==> src/rtl/mem_access_pkg.sv <==
// Shared definitions for the memory-access stage: access size codes, FSM
// state encoding, default bus watchdog limit and the store-side lane helpers.
package mem_access_pkg;

    localparam logic [1:0] SIZE_BYTE = 2'b00;
    localparam logic [1:0] SIZE_HALF = 2'b01;
    localparam logic [1:0] SIZE_WORD = 2'b10;

    typedef enum logic {
        ST_IDLE = 1'b0,
        ST_BUS  = 1'b1
    } state_t;

    localparam int DEFAULT_TIMEOUT_CYCLES = 256;

    // Reserved size code 2'b11 is treated like a word everywhere.
    function automatic logic is_misaligned(input logic [1:0] size, input logic [1:0] addr);
        logic bad;
        case (size)
            SIZE_BYTE: bad = 1'b0;
            SIZE_HALF: bad = addr[0];
            SIZE_WORD: bad = (addr != 2'b00);
            default:   bad = (addr != 2'b00);
        endcase
        return bad;
    endfunction

    function automatic logic [3:0] byte_enable(input logic [1:0] size, input logic [1:0] addr);
        logic [3:0] be;
        case (size)
            SIZE_BYTE: be = 4'b0001 << addr;
            SIZE_HALF: be = addr[1] ? 4'b1100 : 4'b0011;
            SIZE_WORD: be = 4'b1111;
            default:   be = 4'b1111;
        endcase
        return be;
    endfunction

    // Replicate the store operand across all lanes so the byte enables alone
    // pick which bytes land in memory.
    function automatic logic [31:0] store_data(input logic [1:0] size, input logic [31:0] data);
        logic [31:0] wd;
        case (size)
            SIZE_BYTE: wd = {4{data[7:0]}};
            SIZE_HALF: wd = {2{data[15:0]}};
            SIZE_WORD: wd = data;
            default:   wd = data;
        endcase
        return wd;
    endfunction

endpackage

==> src/rtl/mem_access_load_align.sv <==
// Load alignment: picks the addressed byte/half lane out of the bus word and
// sign- or zero-extends it to 32 bits. Purely combinational.
module load_align
    import mem_access_pkg::*;
(
    input  logic [31:0] rdata,
    input  logic [1:0]  addr,
    input  logic [1:0]  size,
    input  logic        zero_ext,
    output logic [31:0] value
);

    logic [7:0]  lane_b;
    logic [15:0] lane_h;

    // Lane select followed by extension according to size and signedness.
    always_comb begin
        lane_b = 8'h00;
        lane_h = 16'h0000;
        value  = rdata;
        case (addr)
            2'b00:   lane_b = rdata[7:0];
            2'b01:   lane_b = rdata[15:8];
            2'b10:   lane_b = rdata[23:16];
            default: lane_b = rdata[31:24];
        endcase
        lane_h = addr[1] ? rdata[31:16] : rdata[15:0];
        case (size)
            SIZE_BYTE: value = zero_ext ? {24'h000000, lane_b} : {{24{lane_b[7]}}, lane_b};
            SIZE_HALF: value = zero_ext ? {16'h0000, lane_h} : {{16{lane_h[15]}}, lane_h};
            default:   value = rdata;
        endcase
    end

endmodule

==> src/rtl/mem_access.sv <==
// Memory-access pipeline stage: turns loads/stores into single-beat data-bus
// requests, aligns/extends load data and passes other results through.
// Optional bus watchdog enabled by defining MEM_ACCESS_TIMEOUT_EN.
//
// state   | meaning
// ST_IDLE | no bus access outstanding
// ST_BUS  | request on the bus, waiting for i_mem_ack (upstream stalled)
module mem_access
    import mem_access_pkg::*;
#(
    parameter int TIMEOUT_CYCLES = DEFAULT_TIMEOUT_CYCLES
) (
    input  logic        i_clk,
    input  logic        i_rst_n,
    input  logic        i_valid,
    input  logic [31:0] i_ALUres,
    input  logic [31:0] i_op2,
    input  logic        i_memRead,
    input  logic        i_memWrite,
    input  logic [1:0]  i_size,
    input  logic        i_unsigned,
    input  logic        i_regWrite,
    input  logic [4:0]  i_rd,
    output logic        o_stall,
    output logic        o_valid,
    output logic [31:0] o_result,
    output logic        o_regWrite,
    output logic [4:0]  o_rd,
    output logic        o_misalign,
    output logic        o_buserr,
    output logic        o_mem_req,
    output logic        o_mem_we,
    output logic [31:0] o_mem_addr,
    output logic [31:0] o_mem_wdata,
    output logic [3:0]  o_mem_be,
    input  logic        i_mem_ack,
    input  logic [31:0] i_mem_rdata
);

    state_t      state;

    // Controls of the outstanding bus access, needed again when the ack lands.
    logic [1:0]  pend_lane;
    logic [1:0]  pend_size;
    logic        pend_zext;
    logic        pend_load;
    logic        pend_regwrite;
    logic [4:0]  pend_rd;

    // One-entry holding slot: a non-bus instruction accepted on the same edge
    // as a bus completion cannot share the output cycle, so it waits here and
    // every following back-to-back non-bus result flows through it in order.
    logic        sk_valid;
    logic [31:0] sk_result;
    logic        sk_regwrite;
    logic [4:0]  sk_rd;
    logic        sk_misalign;

    logic        accept;
    logic        is_mem;
    logic        mis;
    logic        mem_go;
    logic        direct;
    logic [31:0] direct_result;
    logic        direct_regwrite;
    logic        mem_done;
    logic        wd_fire;
    logic        finish;
    logic [31:0] load_value;

    assign o_stall         = (state == ST_BUS) & ~i_mem_ack;
    assign accept          = i_valid & ~o_stall;
    assign is_mem          = i_memRead | i_memWrite;
    assign mis             = is_mem & is_misaligned(i_size, i_ALUres[1:0]);
    assign mem_go          = accept & is_mem & ~mis;
    assign direct          = accept & ~mem_go;
    assign direct_result   = mis ? 32'h0000_0000 : i_ALUres;
    assign direct_regwrite = i_regWrite & ~mis;
    assign mem_done        = (state == ST_BUS) & i_mem_ack;
    assign finish          = mem_done | wd_fire;

    if (TIMEOUT_CYCLES < 1) begin : g_bad_timeout
        $error("mem_access: TIMEOUT_CYCLES must be at least 1");
    end

`ifdef MEM_ACCESS_TIMEOUT_EN
    localparam int CNT_W = (TIMEOUT_CYCLES > 1) ? $clog2(TIMEOUT_CYCLES) : 1;
    localparam logic [CNT_W-1:0] WD_RELOAD = CNT_W'(TIMEOUT_CYCLES - 1);

    logic [CNT_W-1:0] wd_cnt;

    // Watchdog down-counter: reloaded when a bus access is accepted, fires at zero.
    always_ff @(posedge i_clk or negedge i_rst_n) begin
        if (!i_rst_n) begin
            wd_cnt <= '0;
        end else if (mem_go) begin
            wd_cnt <= WD_RELOAD;
        end else if ((state == ST_BUS) && (wd_cnt != '0)) begin
            wd_cnt <= wd_cnt - 1'b1;
        end
    end

    // An ack in the terminal cycle masks the abort.
    assign wd_fire = (state == ST_BUS) & ~i_mem_ack & (wd_cnt == '0);
`else
    assign wd_fire = 1'b0;
`endif

    load_align u_load_align (
        .rdata    (i_mem_rdata),
        .addr     (pend_lane),
        .size     (pend_size),
        .zero_ext (pend_zext),
        .value    (load_value)
    );

    // Stage FSM, bus request registers and writeback output registers.
    always_ff @(posedge i_clk or negedge i_rst_n) begin
        if (!i_rst_n) begin
            state         <= ST_IDLE;
            o_valid       <= 1'b0;
            o_result      <= '0;
            o_regWrite    <= 1'b0;
            o_rd          <= '0;
            o_misalign    <= 1'b0;
            o_buserr      <= 1'b0;
            o_mem_req     <= 1'b0;
            o_mem_we      <= 1'b0;
            o_mem_addr    <= '0;
            o_mem_wdata   <= '0;
            o_mem_be      <= '0;
            pend_lane     <= '0;
            pend_size     <= '0;
            pend_zext     <= 1'b0;
            pend_load     <= 1'b0;
            pend_regwrite <= 1'b0;
            pend_rd       <= '0;
            sk_valid      <= 1'b0;
            sk_result     <= '0;
            sk_regwrite   <= 1'b0;
            sk_rd         <= '0;
            sk_misalign   <= 1'b0;
        end else begin
            o_valid    <= 1'b0;
            o_misalign <= 1'b0;
            o_buserr   <= 1'b0;

            if (finish) begin
                // Bus completion (ack or watchdog abort) owns the output slot.
                o_valid    <= 1'b1;
                o_result   <= (mem_done & pend_load) ? load_value : 32'h0000_0000;
                o_regWrite <= mem_done & pend_regwrite;
                o_rd       <= pend_rd;
                o_buserr   <= ~mem_done;
                o_mem_req  <= 1'b0;
                o_mem_we   <= 1'b0;
                state      <= ST_IDLE;
                if (direct) begin
                    sk_valid    <= 1'b1;
                    sk_result   <= direct_result;
                    sk_regwrite <= direct_regwrite;
                    sk_rd       <= i_rd;
                    sk_misalign <= mis;
                end
            end else if (sk_valid) begin
                o_valid     <= 1'b1;
                o_result    <= sk_result;
                o_regWrite  <= sk_regwrite;
                o_rd        <= sk_rd;
                o_misalign  <= sk_misalign;
                sk_valid    <= direct;
                sk_result   <= direct_result;
                sk_regwrite <= direct_regwrite;
                sk_rd       <= i_rd;
                sk_misalign <= mis;
            end else if (direct) begin
                o_valid    <= 1'b1;
                o_result   <= direct_result;
                o_regWrite <= direct_regwrite;
                o_rd       <= i_rd;
                o_misalign <= mis;
            end

            if (mem_go) begin
                state         <= ST_BUS;
                o_mem_req     <= 1'b1;
                o_mem_we      <= i_memWrite;
                o_mem_addr    <= {i_ALUres[31:2], 2'b00};
                o_mem_be      <= byte_enable(i_size, i_ALUres[1:0]);
                o_mem_wdata   <= store_data(i_size, i_op2);
                pend_lane     <= i_ALUres[1:0];
                pend_size     <= i_size;
                pend_zext     <= i_unsigned;
                pend_load     <= i_memRead & ~i_memWrite;
                pend_regwrite <= i_regWrite;
                pend_rd       <= i_rd;
            end
        end
    end

endmodule

==> config.mk <==
export PLATFORM = sky130hd
export DESIGN_NAME = mem_access
export DESIGN_NICKNAME = d
export VERILOG_FILES = /design/src/rtl/mem_access_pkg.sv /design/src/rtl/mem_access_load_align.sv /design/src/rtl/mem_access.sv
export SDC_FILE = /design/constraint.sdc
export NUM_CORES = 1
export LEC_CHECK = 0
export CAP_MARGIN = 20
export CORE_AREA = 2 2 128 130
export DETAILED_ROUTE_END_ITERATION = 10
export DIE_AREA = 0 0 130 132
export HOLD_SLACK_MARGIN = 0.02
export PLACE_DENSITY = 0.84
export SLEW_MARGIN = 20
export SYNTH_ARGS = -nofsm -noshare
export SYNTH_HDL_FRONTEND = slang
export SYNTH_SLANG_ARGS = --single-unit
==> constraint.sdc <==
create_clock -name i_clk -period 4.4 [get_ports i_clk]
set_input_delay 0.44 -clock i_clk [delete_from_list [all_inputs] [get_ports i_clk]]
set_output_delay 0.44 -clock i_clk [all_outputs]
set_load 0.01 [all_outputs]
==> flow_metrics.tcl <==
set metrics [dict create \
    status "finished, final reports clean" \
    power_density_nw_per_um2 492 \
    port_buffers 219 \
    ant_nets 0 \
    gp_congestion 0.901 \
    synth_mux_area_frac 0.130 \
    dr.pass1.iters 5 \
    rows 46 \
    synth_edf_count 0 \
    grt_pass1_wl_um 35600 \
    hold_class "in -> async" \
    utilization 0.674 \
    worstPathMaxFanout 43 \
    multi_input_comb_area_um2 3420 \
    max_slew_margin 0.329 \
    ir_drop_v 0.000274 \
    drv_slew 0 \
    fmax_mhz 350 \
    startpoint_type "primary input" \
    initialDrtViolationCount 593 \
    ys_seq_elements 160 \
    async_flop_share 1.00 \
    cts_buffers 17 \
    clock-sinks 160 \
    die_y_um 132 \
    grt.total_usage 0.268 \
    syn_avg_cell_area_um2 10.1 \
    grt_max_degree 100 \
    ys.flop_type "dfrtp_1" \
    areaGrowthSynthToFinish_pct 37.5 \
    hold_slack_ns 0.104 \
    rsz0062_at_grt "false" \
    setup_tns_ns 0 \
    synth_xor_area_frac 0 \
    synth_fa_ha_area_frac 0 \
    wire_per_inst_um 19.0 \
    hold_viol 0 \
    drcViolationCount 0 \
    syn_inst 760 \
    regArea_um2 4000 \
    drt-total-wl_um 22500 \
    finalNonFillerCells 1184 \
    synth_compound_area_frac 0.193 \
    cts-root-buf "clkbuf_16" \
    ios 223 \
    n_antenna_cell 0 \
    cts_resized 0 \
    final_cell_area_um2 10600 \
    synthSimpleGateAreaFrac 0.115 \
    clock_skew_ns 0.00583 \
    tightestPinTransition_ns 1.00 \
    core_area_um2 15700 \
    setup_violations 0 \
    dpl_cell_area_um2 10000 \
    dpl.hpwl_um 16000 \
    grt_pass1_vias 6555 \
    die_w_um 130 \
    clock_path_buffers 2 \
    clk_latency_ns 0.42 \
    p_leak_nw 4.57 \
    nets 1066 \
    post-route-min-period_ns 2.85 \
    synth_warnings 0 \
    path_class "in -> reg" \
    htree_levels 4 \
    drive_gt1_frac 0.119 \
    worst-endpoint-required_ns 4.70 \
    crit_arrival_ns 3.16 \
    num_vias 6683 \
    cts_tree "yes" \
    fill_cells 1200 \
    post-cts-setup-buffer-count 0 \
    synth_cell_types 49 \
    endpoint_kind "flip-flop" \
    fin_crit_sh 0.648 \
    viasPerCell 5.64 \
    grt_antenna_before_repair 0 \
    yosysSeqAreaShare 0.520 \
    maxCapViolations 0 \
    dp.cells 1152 \
    path_clk_slew_ns 0.06 \
    synth_top_family_by_area "compound AO/OA/AOI/OAI gates" \
    initial_core_util 0.490 \
    synthesis.area_um2 7700 \
    hold_buffers 0 \
    overflow 0 \
    dieArea_um2 17200 \
]
==> registers in the layout, indices dropped and copies added, names as in the netlist, 2 cells and up <==
signal / flops
o_mem_addr: 30
o_mem_be: 4
o_mem_wdata: 32
o_rd: 5
o_result: 32
pend_lane: 2
pend_rd: 5
pend_size: 2
sk_rd: 5
sk_result: 32
==> critical path: stages <==
cell and delay [ns]:
clkdlybuf4s50_1 0.39, buf_4 0.19, nor2_1 0.25, o22ai_1 0.26
a31oi_4 0.72, buf_4 0.50, mux2_2 0.39
==> path summary, 6_finish.rpt <==
kind                            startpoint        endpoint  slack [ns]  depth (start not counted)
worst max-delay path             i_size[0]        sk_rd[4]        1.55                          7
worst min-delay path               i_rst_n  o_mem_addr[19]        0.10                          1
worst max register to register       state        sk_rd[4]        1.72                          5
worst min register to register     o_rd[1]         o_rd[1]        0.48                          2
max in group asynchronous          i_rst_n        sk_rd[4]        3.25                          2
min in group i_clk                 o_rd[1]         o_rd[1]        0.48                          2
==> kinds of logic after synthesis <==
kind of cell    after synthesis
compound gates              222
simple gates                216
flops                       160
mux                          92
buf+inv                      69
other cells                   1
==> Yosys cell counts, types with 2 or more instances <==
library cell  count  share of area
dfrtp_1         160           0.52
nand2_1         139          0.068
o21ai_0          76          0.049
a21oi_1          54          0.035
nor2_1           49          0.024
mux2_2           46          0.067
mux2i_1          36          0.047
clkbuf_1         29          0.014
buf_2            24          0.016
a221oi_2         15          0.029
a21o_1           14          0.014
a221oi_1         12          0.014
mux2_1            9          0.013
inv_1             8         0.0039
a22oi_1           7         0.0068
and3_1            7         0.0057
nor2b_1           7         0.0057
o21a_1            7         0.0068
o22ai_1           7         0.0057
o31ai_1           7         0.0068
buf_4             4         0.0039
nand2b_1          4         0.0032
a221o_1           3         0.0039
a31oi_1           3         0.0024
o21ai_1           3         0.0019
a21oi_2           2         0.0023
buf_6             2         0.0029
nand3_1           2         0.0013
nor3_1            2         0.0013
o211ai_1          2         0.0019
o22a_1            2         0.0023
==> layout by cell type (no fill, tap or decap), types with 8 or more instances in the layout <==
master / instances
a221oi_2: 15
o21ai_0: 76
a21oi_1: 54
a221oi_1: 12
buf_4: 14
clkdlybuf4s50_1: 218
nand2_1: 139
mux2_2: 46
dfrtp_1: 160
inv_1: 8
mux2i_1: 36
a21o_1: 14
nor2_1: 49
mux2_1: 9
clkbuf_16: 17
==> routing by layer <==
layer	global-route usage	part of all wire	up-vias
met5	0	0	-
met4	0.0926	0.024	0
met3	0.0662	0.091	38
met2	0.420	0.47	335
met1	0.364	0.41	3229
li1	-	-	3081
==> cell type report <==
type / instances / share of cell area
clock inverters: 10 / 0.00839
repair buffers: 234 / 0.219
clock buffers: 22 / 0.0429
multi-input cells: 533 / 0.323
inverters: 9 / 0.00319
flip-flops and latches: 160 / 0.378
well taps: 216 / 0.0255
==> where the power goes <==
group | total, W | internal (W) | switching, W
Clock | 0.00138 | 0.000789 | 0.000587
Sequential | 0.00216 | 0.00189 | 0.000271
Combinational | 0.00168 | 0.000893 | 0.000787
==> through the flow <==
stage	power, W	setup WS [ns]
global route	0.00550	1.37
finish	0.00521	1.55
global placement	0.00380	1.21
detailed placement	0.00385	1.14
CTS	0.00524	1.58
floorplan	0.00296	2.50
No activity file was read; power rests on OpenSTA's default activity.
